### config.mk
export PLATFORM = sky130hd
export DESIGN_NAME = nes_pad_poller
export DESIGN_NICKNAME = d
export VERILOG_FILES = /design/src/rtl/nes_pad_pkg.sv /design/src/rtl/nes_pad_poller_sync.sv /design/src/rtl/nes_pad_poller.sv
export SDC_FILE = /design/constraint.sdc
export NUM_CORES = 1
export LEC_CHECK = 0
export BUFFER_PORTS_ARGS = -buffer_cell sky130_fd_sc_hd__buf_2
export CORE_ASPECT_RATIO = 1.2
export CORE_MARGIN = 4
export CORE_UTILIZATION = 30
export CTS_CLUSTER_SIZE = 20
export DETAILED_ROUTE_END_ITERATION = 10
export PLACE_DENSITY = 0.5
export SLEW_MARGIN = 5
export SYNTH_ARGS = -nofsm -noshare
export SYNTH_HDL_FRONTEND = slang
export SYNTH_SLANG_ARGS = --single-unit
### constraint.sdc
create_clock -name clk -period 2.45 [get_ports clk]
set_input_delay 0.3675 -clock clk [delete_from_list [all_inputs] [get_ports clk]]
set_output_delay 0.3675 -clock clk [all_outputs]
set_load 0.02 [all_outputs]
### src/rtl/nes_pad_pkg.sv
// Shared types for the NES controller-port poller and the memory mapper's $4016 logic.
package nes_pad_pkg;

  typedef enum logic [2:0] {
    IDLE   = 3'd0,
    LATCH  = 3'd1,
    SETTLE = 3'd2,
    CLK_HI = 3'd3,
    CLK_LO = 3'd4,
    DONE   = 3'd5
  } state_t;

  // Bit positions inside keystates; the pad shifts A out first, so A lands in the MSB.
  localparam int BTN_A      = 7;
  localparam int BTN_B      = 6;
  localparam int BTN_SELECT = 5;
  localparam int BTN_START  = 4;
  localparam int BTN_UP     = 3;
  localparam int BTN_DOWN   = 2;
  localparam int BTN_LEFT   = 1;
  localparam int BTN_RIGHT  = 0;

  function automatic int max2(input int a, input int b);
    return (a > b) ? a : b;
  endfunction

endpackage

### src/rtl/nes_pad_poller_sync.sv
// Two-flop synchronizer for the asynchronous pad data line; reset value is selectable.
module sync_2ff #(
  parameter logic RESET_VAL = 1'b1
) (
  input  logic clk,
  input  logic reset,
  input  logic d,
  output logic q
);

  logic meta;

  always_ff @(posedge clk) begin
    if (reset) begin
      meta <= RESET_VAL;
      q    <= RESET_VAL;
    end else begin
      meta <= d;
      q    <= meta;
    end
  end

endmodule

### src/rtl/nes_pad_poller.sv
// Polls a CD4021-based NES pad over latch/clock/data and presents the 8 button bits.
module nes_pad_poller
  import nes_pad_pkg::*;
#(
  parameter int LATCH_CYC = 600,
  parameter int HALF_CYC  = 300,
  parameter int POLL_CYC  = 833333
) (
  input  logic       clk,
  input  logic       reset,
  input  logic       pad_data,
  output logic       pad_latch,
  output logic       pad_clk,
  output logic [7:0] keystates,
  output logic       valid,
  output logic       busy,
  output state_t     state
);

  localparam int PW = $clog2(max2(LATCH_CYC, HALF_CYC));
  localparam int TW = (POLL_CYC > 1) ? $clog2(POLL_CYC) : 1;
  localparam logic [PW-1:0] LATCH_LAST = PW'(LATCH_CYC - 1);
  localparam logic [PW-1:0] HALF_LAST  = PW'(HALF_CYC - 1);
  localparam logic [TW-1:0] TIMER_LOAD = TW'(POLL_CYC - 1);

  logic          sync_data;
  logic [PW-1:0] phase;
  logic [2:0]    bit_cnt;
  logic [TW-1:0] timer;
  logic [7:0]    shreg;

  sync_2ff #(.RESET_VAL(1'b1)) u_sync (
    .clk   (clk),
    .reset (reset),
    .d     (pad_data),
    .q     (sync_data)
  );

  always_ff @(posedge clk) begin
    if (reset) begin
      state     <= IDLE;
      pad_latch <= 1'b0;
      pad_clk   <= 1'b0;
      keystates <= 8'h00;
      valid     <= 1'b0;
      busy      <= 1'b0;
      phase     <= '0;
      bit_cnt   <= '0;
      timer     <= '0;
      shreg     <= '0;
    end else begin
      valid <= 1'b0;
      // Free-running poll period; it keeps counting through the frame so start-to-start is fixed.
      if (timer != '0) timer <= timer - TW'(1);
      case (state)
        IDLE: begin
          if (timer == '0) begin
            timer     <= TIMER_LOAD;
            state     <= LATCH;
            pad_latch <= 1'b1;
            busy      <= 1'b1;
            phase     <= '0;
            bit_cnt   <= '0;
          end
        end
        LATCH: begin
          if (phase == LATCH_LAST) begin
            phase     <= '0;
            pad_latch <= 1'b0;
            state     <= SETTLE;
          end else begin
            phase <= phase + PW'(1);
          end
        end
        SETTLE: begin
          if (phase == HALF_LAST) begin
            phase   <= '0;
            shreg   <= {shreg[6:0], ~sync_data};
            bit_cnt <= 3'd1;
            pad_clk <= 1'b1;
            state   <= CLK_HI;
          end else begin
            phase <= phase + PW'(1);
          end
        end
        CLK_HI: begin
          if (phase == HALF_LAST) begin
            phase   <= '0;
            pad_clk <= 1'b0;
            state   <= CLK_LO;
          end else begin
            phase <= phase + PW'(1);
          end
        end
        CLK_LO: begin
          if (phase == HALF_LAST) begin
            phase <= '0;
            shreg <= {shreg[6:0], ~sync_data};
            // bit_cnt holds bits already captured; 7 means this shift is the eighth.
            if (bit_cnt == 3'd7) begin
              state <= DONE;
            end else begin
              bit_cnt <= bit_cnt + 3'd1;
              pad_clk <= 1'b1;
              state   <= CLK_HI;
            end
          end else begin
            phase <= phase + PW'(1);
          end
        end
        DONE: begin
          keystates <= shreg;
          valid     <= 1'b1;
          busy      <= 1'b0;
          state     <= IDLE;
        end
        default: state <= IDLE;
      endcase
    end
  end

endmodule

After elaboration in Yosys (flattened, before gate mapping)
Cells that the tools add are included.
- add/subtract/negate cells: 3
- equal/unequal tests: 14
- muxes and demuxes: 29
- bitwise gates (word level): 1
- reduce and logical (&&, ||, !) cells: 17
- operator list (cell ; number):
    $mux 20 ; 3
    $mux 10 ; 3
    $mux 3 ; 10
    $pmux 10 s3 ; 1
    $logic_not 20->1 ; 1
    $reduce_bool 20->1 ; 1
    $sub 20x1->20 const B ; 1
    $pmux 3 s5 ; 1
    $reduce_and 5->1 ; 3
    $ne 2x2->1 const B ; 6
    $add 10x1->10 const B ; 1
    $eq 10x10->1 const B ; 1
    $eq 10x9->1 const B ; 1
    $eq 3x3->1 const B ; 3
    $pmux 3 s3 ; 1
    $reduce_bool 3->1 ; 3
    $mux 1 ; 7
    $eq 3x2->1 const B ; 2
    $reduce_and 2->1 ; 3
    $pmux 1 s2 ; 2
    $reduce_bool 2->1 ; 2
    $add 3x1->3 const B ; 1
    $eq 3x1->1 const B ; 1
    $logic_not 3->1 ; 1
    5 further kinds ; 5
- register bits: 58
- input port bits: 3
- output and inout bits: 15
- word-level logic and storage cells: 76

Depth between registers and ports, before layout
Gate-level depths: netlist (run 1).
- depth in word-level cells: 4
- depth in mapped cells: 10
- depth with buffers taken out: 9

Cells and area by module
A second synthesis (run 1) with hierarchy kept.
- cell total of the unflattened synthesis: 326
- area total of the unflattened synthesis: 2840.2 µm²
- modules (own cells, without submodules) (module ; instances ; cells each ; area an instance (µm²) ; sequential area each (µm²)):
    nes_pad_poller ; 1 ; 322 ; 2787.7 ; 1121.1
    sync_2ff ; 1 ; 4 ; 52.6 ; 40.0

Worst setup path after synthesis (run 1)
Ideal clock, no wire load.
- path kind: register to register
- from: register state[2]
- to: register phase[1]
- library setup time: 0.128 ns
- data arrival time: 1.742 ns
- required time: 2.322 ns
- path slack: 0.580 ns
- stages on the path, launching flop included: 8
- buffers on the path: 2
- period minus slack after synthesis: 1.870 ns
- path through: dfxtp_1 clkbuf_1 nand2b_1 o21ai_0 a22o_1 clkbuf_1 a32oi_1 nor2_1
- longest elaborated chain between the ends: 4
- elaborated cells on any way between the ends: 10
- those cells by class: 5 x eq/ne; 1 x mux; 4 x reduce/logical
- RTL lines (item ; RTL line ; RTL):
    from (decl) ; nes_pad_poller.sv:17 ; output state_t state
    from (signal assigned) ; nes_pad_poller.sv:41 ; state <= IDLE;
    from (signal assigned) ; nes_pad_poller.sv:59 ; state <= LATCH;
    from (signal assigned) ; nes_pad_poller.sv:70 ; state <= SETTLE;
    $eq 3x3->1 / $eq 3x2->1 (equally long branches) ; nes_pad_poller.sv:55 ; case (state)
    $reduce_or 3->1 (no line) ; -- ;
    $reduce_bool 3->1 (no line) ; -- ;
    $reduce_and 2->1 (no line) ; -- ;
    to (signal assigned) ; nes_pad_poller.sv:72 ; phase <= phase + PW'(1);
    to (signal assigned) ; nes_pad_poller.sv:83 ; phase <= phase + PW'(1);
    to (signal assigned) ; nes_pad_poller.sv:92 ; phase <= phase + PW'(1);
    to (decl) ; nes_pad_poller.sv:27 ; logic [PW-1:0] phase;
Parallel ways exist; a longest one is shown, timed or not.
A chain may end at the register's enable or synchronous reset.

Worst setup path in the final report (run 1)
- from: register timer[0]
- to: register timer[15]
- longest elaborated chain between the ends: 4
- elaborated cells on any way between the ends: 6
- those cells by class: 1 x add/sub; 3 x mux; 2 x reduce/logical
- RTL lines (item ; RTL line ; RTL):
    from (decl) ; nes_pad_poller.sv:29 ; logic [TW-1:0] timer;
    from (signal assigned) ; nes_pad_poller.sv:54 ; if (timer != '0) timer <= timer - TW'(1);
    $sub 20x1->20 / $reduce_bool 20->1 (equally long branches) ; nes_pad_poller.sv:54 ;
    $mux 20 ; nes_pad_poller.sv:54 ;
    $mux 20 ; nes_pad_poller.sv:57 ; if (timer == '0) begin
    $mux 20 (*) ; nes_pad_poller.sv:55 ;
Mark *: on every way between the ends. The rest lies on a longest branch, timed or not.

==> summary.txt, run 1 <==
Placed design
  – Worst slack, placed: 0.347 ns
  – GP Congestion: 0.799
  – DPL Wire Length: 4.58 mm
  – IO buf count: 17

GRT
  – Initial antenna violation count: 0
  – Global router's overall resource usage: 13.1%
  – First-pass GRT wire length: 11.4 mm
  – Vias in the first global route: 2316
  – Largest net degree at the start of global routing: 30
  – GR Overflow Total: 0

STA
  – Final Hold Slack: 0.211 ns
  – Period utilization: 86.4%
  – Post-layout minimum cycle time: 2.12 ns
  – Setup_tns: 0 ns
  – Worst slew pin tran: 0.562 ns
  – Fmax: 0.472 GHz
  – RSZ-0062 raised after global routing: false
  – Rel. slew slack: 62.6%
  – Final setup violation count: 0
  – Final Hold Viols: 0
  – Setup ws final: 0.332 ns
  – Clock Skews: 0.0110 ns
  – Final Slew Violations: 0

Die
  – I/O Pins: 18
  – Starting density of the core: 30.9%
  – Die height: 114 µm
  – Die area: 11000 µm²
  – Row Count: 38
  – Die W: 96.6 µm
  – Placeable Area: 9130 µm²

Finish
  – Fin nets: 350
  – Layout overhead on the synthesized area: 16.0%
  – Fin util: 35.9%
  – Commonest non-fill, non-tap cells in the layout: dfxtp_1, nor2_1, a21oi_1
  – Number of diodes: 0
  – Share of post-route cells with drive strength above 1: 15.3%
  – Commonest non-fill, non-tap cell in the layout: dfxtp_1
  – Fillers: 980

Routing
  – DRT met1 WL: 3.14 mm
  – Via count of the routed design: 2459
  – Antenna-violating nets left: 0
  – Drt drc: 0
  – DRT iter0 DRCs: 90
  – Drt wl/cell: 14.4 µm
  – Drt pass-1 iters: 6
  – DR WL met2: 3.26 mm
  – Top Metal Used: met4
  – Met3 wire len: 176 µm
  – Detailed Route WL: 6.69 mm
  – Via/cell ratio: 5.28

Clock network
  – Reg clk slew, reported paths: 0.07 ns
  – CTS Buffer Depth: 2
  – CTS Hold Buffers Added: 0
  – Htree depth: 3
  – Post-CTS Setup Bufs: 0
  – CTS tree: done
  – Root Driver: clkbuf_8
  – CTS Buf Count: 9
  – Skew-Pair Late Insertion Delay: 0.34 ns
  – CTS-repair resized insts: 0
  – Sinks on Clock Net: 58

Yosys
  – Sequential area share after synthesis: 41.1%
  – Cell variety after synth: 54
  – Prevailing post-synth register cell: dfxtp_1
  – Leading area contributor after synthesis: dfxtp_1
  – Synth top area share: 41.1%
  – Mapped Area: 2820 µm²
  – Yosys warns: 0
  – Post-synthesis register bit count: 58
  – Post-synthesis async set-or-reset flop share: 0%
  – Synth Area per Inst: 8.77 µm²
  – Syn nets: 331
  – EDFF count, synth: 0
  – Synth top area cells: dfxtp_1, mux2i_1, nor2_1
  – Cells after Synth: 322

Critical path
  – Critical Path RT: 2.68 ns
  – Critical path endpoint: timer[15]
  – CP max FO: 13
  – Reg-to-Reg End: timer[15]
  – Worst reg2reg startpoint: timer[0]
  – Cells on worst reg2reg path: 8
  – Critical Path Start Type: register
  – Critical Path Sink Type: register
  – Setup CP Type: register to register
  – Critical Path AT: 2.35 ns
  – Worst reg2reg setup slack: 0.33 ns
  – Critical Path Start: timer[0]

Status
  – Status: complete, no violations

Power
  – Sw Pwr: 1.50 mW
  – Internal cell power: 2.39 mW
  – Sequential Power Share: 34.6%
  – Combinational Power Share: 39.2%
  – Worst vdd ir: 387 µV
  – Pwr Density: 1190 nW/µm²
  – Pwr Total: 3.88 mW
  – Leak: 1.33 nW
  – Clock network fraction of total power: 26.1%
  – Sw Share: 38.6%

Min path
  – Hold crit path type: primary input to register

Flow run
  – Maxcap violations: 0
## worst min path at each step
stage / start / end / depth (start not counted)
final: pad_data / u_sync.meta / 2
after detailed placement: u_sync.meta / u_sync.q / 1
after global placement: u_sync.meta / u_sync.q / 1
after CTS: pad_data / u_sync.meta / 2
after floorplan: u_sync.meta / u_sync.q / 1
after global routing: pad_data / u_sync.meta / 2
## state kept, by name, indices dropped and copies added, names as in the netlist
name	cells
keystates	8
u_sync.q	1
state	3
timer	20
bit_cnt	3
phase	10
shreg	8
busy	1
valid	1
pad_latch	1
pad_clk	1
u_sync.meta	1
## cells by family (layout without fill, tap and decap cells)
family	Yosys count	after routing	synth area share, %
AO/OA/AOI/OAI	76	76	18.3
buffers and inverters	21	45	3.06
multiplexers	15	15	5.32
flip-flops	58	58	41.1
adder cells (fa/ha/maj)	6	6	2.66
AND/OR/NAND/NOR	142	142	28.3
XOR/XNOR	4	4	1.24
## final cells by class
class / count / area [µm²] / area share [%]
multi-input combinational: 243 / 1580 / 48.1
sequential: 58 / 1160 / 35.4
clock buffer: 12 / 155 / 4.73
tap: 120 / 150 / 4.58
timing repair buffer: 25 / 145 / 4.43
clock inverter: 4 / 73.8 / 2.25
inverter: 4 / 15.0 / 0.458
## through the flow
step	area [µm²]	cells
2_1_floorplan	2820	322
3_3_place_gp	3050	450
3_5_place_dp	3050	450
4_1_cts	3280	466
5_1_grt	3280	466
6_report	3280	466
## Yosys cell counts (2+ instances only)
cell      number
ha_1           6
nor4bb_1       2
a211oi_1       9
or2_2          2
nor2_1        40
o21ai_0        9
or4_1          2
nand4_1        5
nand3_1       16
mux2i_1       15
nor3b_1        4
o31ai_1        2
a21oi_1       18
a31oi_1       12
xor2_1         4
or3_1          9
a32oi_1        2
inv_1          4
buf_2          5
a311oi_1       3
o21a_1         6
nand3b_1       4
and4b_1        3
nand2_1       17
clkbuf_1      11
and3_1         6
nor3_1        12
and2_1         3
nand2b_1       3
dfxtp_1       58
a211o_1        2
nor3_2         4
o211ai_1       3
## power groups by stage
stage	Sequential [mW]	Combinational (mW)	Clock [mW]
after floorplan	1.31	1.12	0
after CTS	1.34	1.53	1.04
after global placement	1.36	1.52	0
after detailed placement	1.36	1.52	0
after global routing	1.38	1.70	1.09
final	1.35	1.52	1.01
## worst max-delay path, cell delays in order, from the launching register on
cell and delay [ns]:
dfxtp_1 0.32, inv_1 0.10, ha_1 0.15, nor4b_2 0.27, nand3_1 0.22, nor2_1 0.18, inv_1 0.25, and3_1 0.25
o311a_1 0.27
## routing by layer
| layer | vias to the layer above | track usage (%) |
|---|---|---|
| met5 | - | 0 |
| met4 | 0 | 5.14 |
| met3 | 10 | 3.35 |
| met2 | 29 | 21.2 |
| met1 | 1170 | 16.5 |
| li1 | 1250 | - |
(Power assumes the default switching activity.)
==> run 2, diff against run 1 <==
PLACE_DENSITY = 0.52   (was 0.5)
clock period = 1.75 ns   (was 2.45 ns; I/O delays follow)
==> run 2 against run 1 <==
The run now ends with negative setup slack left. Wire length increased by 15%. Via count increased by 12%. Combinational power increased by 140%. Design area increased by 26%. Sequential share of layout area decreased by 7.1 points. Hold slack got worse by 0.11 ns.
==> summary.txt, run 2 (synthesis results as in run 1) <==
Clock network
  – Htree depth: 3 (unchanged)
  – Reg clk slew, reported paths: 0.07 ns (about the same)
  – CTS tree: done
  – Sinks on Clock Net: 58 (unchanged)
  – Skew-Pair Late Insertion Delay: 0.34 ns (about the same)
  – CTS Hold Buffers Added: 0 (unchanged)
  – CTS Buf Count: 9 (unchanged)
  – CTS Buffer Depth: 2 (unchanged)
  – Root Driver: clkbuf_8

Power
  – Sw Pwr: 2.65 mW (+77%)
  – Leak: 1.75 nW (+32%)
  – Internal cell power: 4.35 mW (+82%)
  – Pwr Total: 7.00 mW (+80%)
  – Sw Share: 37.9% (-0.70 points)
  – Pwr Density: 1700 nW/µm² (+43%)
  – Combinational Power Share: 52.3% (+13 points)
  – Worst vdd ir: 1100 µV (+190%)
  – Clock network fraction of total power: 22.1% (-4.0 points)
  – Sequential Power Share: 25.5% (-9.1 points)

STA
  – Period utilization: 104% (+18 points)
  – RSZ-0062 raised after global routing: true
  – Post-layout minimum cycle time: 1.82 ns (-0.296 ns)
  – Final Hold Viols: 0 (unchanged)
  – Final Slew Violations: 0 (unchanged)
  – Fmax: 0.549 GHz (+16%)
  – Rel. slew slack: 67.3% (+4.8 points)
  – Clock Skews: 0.00518 ns (-0.00580 ns)
  – Worst slew pin tran: 0.490 ns (-0.0715 ns)
  – Setup ws final: -0.0714 ns (-0.404 ns)
  – Final setup violation count: 4 (+4)

Critical path
  – Worst reg2reg setup slack: -0.07 ns (-0.40 ns)
  – CP top delay family: simple AND/OR/NAND/NOR gates
  – CP max stage delay: 0.57 ns (+0.25 ns)
  – Slowest cell on the critical path: or4_4
  – CP bufs+invs: 0 (-2)
  – CP max FO: 3 (-10)
  – Setup CP Type: register to register
  – Crit path cell chain: or4_4 > or4_4 > nor3_4 > a31oi_1 > o21a_1
  – Critical Path Sink Type: register
  – Critical Path AT: 2.05 ns (-0.30 ns)
  – Critical Path RT: 1.98 ns (-0.70 ns)
  – Critical Path Most Common Cell: or4_4
  – Critical Path Start Type: register

Routing
  – Antenna-violating nets left: 0 (unchanged)
  – DRT iter0 DRCs: 106 (+18%)
  – Drt drc: 0 (unchanged)
  – Via count of the routed design: 2758 (+12%)
  – Via/cell ratio: 5.14 (-2.7%)
  – Drt pass-1 iters: 4 (-2)
  – Drt wl/cell: 14.3 µm (-0.59%)
  – Detailed Route WL: 7.67 mm (+15%)

Placed design
  – GP Congestion: 0.810 (+1.4%)
  – DPL Wire Length: 5.50 mm (+20%)
  – IO buf count: 17 (unchanged)
  – Placed instance count: 517 (+15%)

Finish
  – Fin util: 45.1% (+9.2 points)
  – Share of post-route cells with drive strength above 1: 39.3% (+24 points)
  – Layout overhead on the synthesized area: 45.9%
  – Top reg by flops: timer
  – Biggest regs: timer x20, phase x10
  – Max reg flops: 20 (unchanged)
  – Fin nets: 421 (+20%)
  – Number of diodes: 0 (unchanged)
  – Commonest non-fill, non-tap cell in the layout: buf_4
  – Final Non-Filler Cells: 537 (+15%)
  – Commonest non-fill, non-tap cells in the layout: buf_4, dfxtp_1, nor2_1

GRT
  – First-pass GRT wire length: 12.7 mm (+12%)
  – Initial antenna violation count: 0 (unchanged)
  – GR Overflow Total: 0 (unchanged)
  – Global router's overall resource usage: 14.6% (+1.5 points)
  – Largest net degree at the start of global routing: 26 (-13%)
  – Vias in the first global route: 2739 (+18%)

Status
  – Status: complete, but fails checks
  – Failing checks: negative setup slack

Die
  – Die W: 96.6 µm (unchanged)
  – Row Count: 38 (unchanged)
  – Die area: 11000 µm² (unchanged)
  – I/O Pins: 18 (unchanged)
  – Starting density of the core: 30.9% (unchanged)
  – Placeable Area: 9130 µm² (unchanged)
  – Die height: 114 µm (unchanged)

Flow run
  – Maxcap violations: 0 (unchanged)

Min path
  – Hold crit path type: primary input to register
run 2: path summary, 6_finish.rpt:
check / startpoint / end / depth (start not counted)
worst max-delay path: timer[0] / timer[9] / 5
worst min-delay path: pad_data / u_sync.meta / 2
worst max register to register: timer[0] / timer[9] / 5
worst min register to register: u_sync.meta / u_sync.q / 1
run 2: worst register-to-register path: stages, from the launching register on:
cell and delay, ns:
dfxtp_2 0.34, or4_4 0.57, or4_4 0.46, nor3_4 0.14
a31oi_1 0.10, o21a_1 0.10
run 2: power by group through the flow:
stage	clock network [mW]	registers (mW)	logic, mW
after floorplan	0	1.88	1.75
after global placement	0	1.80	3.15
after detailed placement	0	1.80	3.19
after CTS	1.60	1.77	3.35
after global routing	1.66	1.82	3.99
final	1.55	1.79	3.66
run 2: layout make-up:
cell class	count	area, µm²
fill	931	5010
multi-input combinational	243	1830
sequential	58	1170
timing repair buffer	96	709
tap	120	150
clock inverter	7	125
clock buffer	9	124
inverter	4	20.0
run 2: per-stage QoR:
| stage | setup TNS [ns] | hold slack (ns) | area (µm²) | setup slack (ns) |
|---|---|---|---|---|
| floorplan | -0.143 | 0.366 | 2920 | -0.0491 |
| global placement | -0.372 | 0.391 | 3650 | -0.0814 |
| detailed placement | -0.791 | 0.398 | 3650 | -0.115 |
| CTS | -0.150 | 0.0820 | 3950 | -0.0597 |
| global route | -1.14 | 0.0927 | 4120 | -0.143 |
| finish | -0.188 | 0.102 | 4120 | -0.0714 |
run 2: what timing repair did:
item	4_1_cts	5_1_grt
pin swaps	7	15
endpoints found under the setup margin	33	36
gates resized for setup	13	33
buffers inserted	1	3
run 2: routing by layer:
layer  GRT usage (%)  vias up  part of all wire (%)
li1                -     1390                     -
met3            3.55       12                   2.8
met1            18.0     1318                    45
met2            24.4       38                    51
met4            5.52        0                   1.6
met5               0        -                     0
==> run 3, diff against run 2 <==
GPL_TIMING_DRIVEN = 0   (was default)
==> run 3 against run 2 <==
The flow still finishes with violations (negative setup slack). Combinational power shrank 12%. Hold slack lost 0.0024 ns. Setup slack lost 0.044 ns. Largest cell class unchanged.
==> summary.txt, run 3 (synthesis results as in run 1) <==
Clock network
  – CTS Hold Buffers Added: 0 (unchanged)
  – Skew-Pair Late Insertion Delay: 0.34 ns (about the same)
  – Root Driver: clkbuf_8
  – Htree depth: 3 (unchanged)
  – CTS Buffer Depth: 2 (unchanged)
  – CTS tree: done
  – Reg clk slew, reported paths: 0.07 ns (about the same)
  – Sinks on Clock Net: 58 (unchanged)
  – CTS Buf Count: 9 (unchanged)

Routing
  – Antenna-violating nets left: 0 (unchanged)
  – Via count of the routed design: 2644 (-4.1%)
  – Drt wl/cell: 15.5 µm (+8.5%)
  – Drt pass-1 iters: 4 (unchanged)
  – Detailed Route WL: 7.67 mm (about the same)
  – Drt drc: 0 (unchanged)
  – DRT iter0 DRCs: 122 (+15%)
  – Via/cell ratio: 5.34 (+4.0%)

Die
  – Die area: 11000 µm² (unchanged)
  – Die height: 114 µm (unchanged)
  – Die W: 96.6 µm (unchanged)
  – Placeable Area: 9130 µm² (unchanged)
  – I/O Pins: 18 (unchanged)
  – Starting density of the core: 30.9% (unchanged)
  – Row Count: 38 (unchanged)

STA
  – Post-layout minimum cycle time: 1.86 ns (+0.0435 ns)
  – Setup_tns: -0.948 ns (-0.759 ns)
  – Worst slew pin tran: 0.680 ns (+0.190 ns)
  – RSZ-0062 raised after global routing: true
  – Period utilization: 107% (+2.5 points)
  – Rel. slew slack: 54.6% (-13 points)
  – Fmax: 0.536 GHz (-2.3%)
  – Final Hold Slack: 0.0998 ns (-0.00236 ns)
  – Final setup violation count: 15 (+11)
  – Setup ws final: -0.115 ns (-0.0435 ns)
  – Final Slew Violations: 0 (unchanged)
  – Final Hold Viols: 0 (unchanged)
  – Clock Skews: 0.00607 ns (+0.000888 ns)

Critical path
  – Slowest cell on the critical path: or4_4
  – Critical Path AT: 2.10 ns (+0.05 ns)
  – Critical Path Start Type: register
  – CP max FO: 5 (+2)
  – Worst reg2reg startpoint: timer[3]
  – Crit path cell chain: or4_4 > or4_4 > nor3_4 > a31oi_1 > o21a_1
  – Reg-to-Reg End: timer[9]
  – CP bufs+invs: 0 (unchanged)
  – Cells on worst reg2reg path: 5 (unchanged)
  – CP max stage delay: 0.56 ns (about the same)
  – Worst reg2reg setup slack: -0.11 ns (-0.04 ns)
  – Critical Path Sink Type: register
  – CP top delay family: simple AND/OR/NAND/NOR gates
  – Critical Path RT: 1.99 ns (about the same)
  – Critical Path Most Common Cell: or4_4
  – Setup CP Type: register to register

Finish
  – Top reg by flops: timer
  – Commonest non-fill, non-tap cells in the layout: dfxtp_1, nor2_1, buf_2
  – Number of diodes: 0 (unchanged)
  – Final Cell Area: 3890 µm² (-5.6%)
  – Layout overhead on the synthesized area: 37.7%
  – Fin util: 42.6% (-2.5 points)
  – Fin nets: 379 (-10%)
  – Commonest non-fill, non-tap cell in the layout: dfxtp_1
  – Max reg flops: 20 (unchanged)
  – Share of post-route cells with drive strength above 1: 37.1% (-2.3 points)
  – Final Non-Filler Cells: 495 (-7.8%)
  – Biggest regs: timer x20, phase x10

GRT
  – Global router's overall resource usage: 14.9% (+0.22 points)
  – Vias in the first global route: 2661 (-2.8%)
  – GR Overflow Total: 0 (unchanged)
  – First-pass GRT wire length: 12.7 mm (+0.33%)
  – Initial antenna violation count: 0 (unchanged)
  – Largest net degree at the start of global routing: 12 (-54%)

Power
  – Pwr Total: 6.59 mW (-5.8%)
  – Pwr Density: 1690 nW/µm² (-0.23%)
  – Worst vdd ir: 674 µV (-39%)
  – Leak: 1.53 nW (-12%)

Status
  – Status: complete, but fails checks
  – Failing checks: negative setup slack

Placed design
  – Placed instance count: 459 (-11%)
  – DP Area: 3150 µm² (-14%)
  – IO buf count: 17 (unchanged)
  – GP Congestion: 0.767 (-5.4%)
  – DPL Wire Length: 5.00 mm (-9.1%)
  – Worst slack, placed: -0.451 ns (-0.336 ns)

Min path
  – Hold path startpoint: pad_data
  – Worst hold stages: 2 (unchanged)
  – Hold Crit Endpoint: u_sync.meta
  – Hold crit path type: primary input to register

Flow run
  – Maxcap violations: 0 (unchanged)
-- run 3: changes by cell type in the layout (fill, tap and decap cells not counted), sizes merged --
cell / delta
clkinv: -2
bufinv: -1
clkbuf: +10
clkinvlp: +2
buf: -51
-- run 3: repair_timing --
item                       in CTS  in global routing
resized for setup              40                 55
buffers inserted               10                  9
setup endpoints to repair      43                 46
cloned                          0                  1
pin swaps                      12                 19
-- run 3: power breakdown --
group	switching, mW	total, mW	internal (mW)
registers	0.376	1.95	1.57
logic	1.73	3.23	1.50
clock network	0.572	1.41	0.842
-- run 3: how the worst max path moves through the flow --
stage | start | to | depth (start not counted)
2_1_floorplan | state[2] | phase[1] | 7
3_5_place_dp | state[1] | phase[8] | 6
4_1_cts | timer[1] | timer[9] | 5
5_1_grt | timer[0] | timer[8] | 8
6_report | timer[3] | timer[9] | 5
3_3_place_gp | state[1] | phase[8] | 6
-- run 3: area by class of cell --
| type | instances | area, µm² |
|---|---|---|
| buffer | 17 | 129 |
| clock buffer | 10 | 138 |
| clock inverter | 6 | 88.8 |
| fill | 908 | 5240 |
| inverter | 4 | 22.5 |
| multi-input combinational | 243 | 1920 |
| sequential | 58 | 1180 |
| tap | 120 | 150 |
| timing repair buffer | 37 | 268 |
-- run 3: routing by layer --
| layer | vias to the layer above | GRT usage, % | part of all wire (%) |
|---|---|---|---|
| met4 | 0 | 7.02 | 2.1 |
| met5 | - | 0 | 0 |
| met1 | 1292 | 18.3 | 44 |
| met2 | 30 | 24.5 | 52 |
| met3 | 16 | 3.02 | 2.0 |
| li1 | 1306 | - | - |
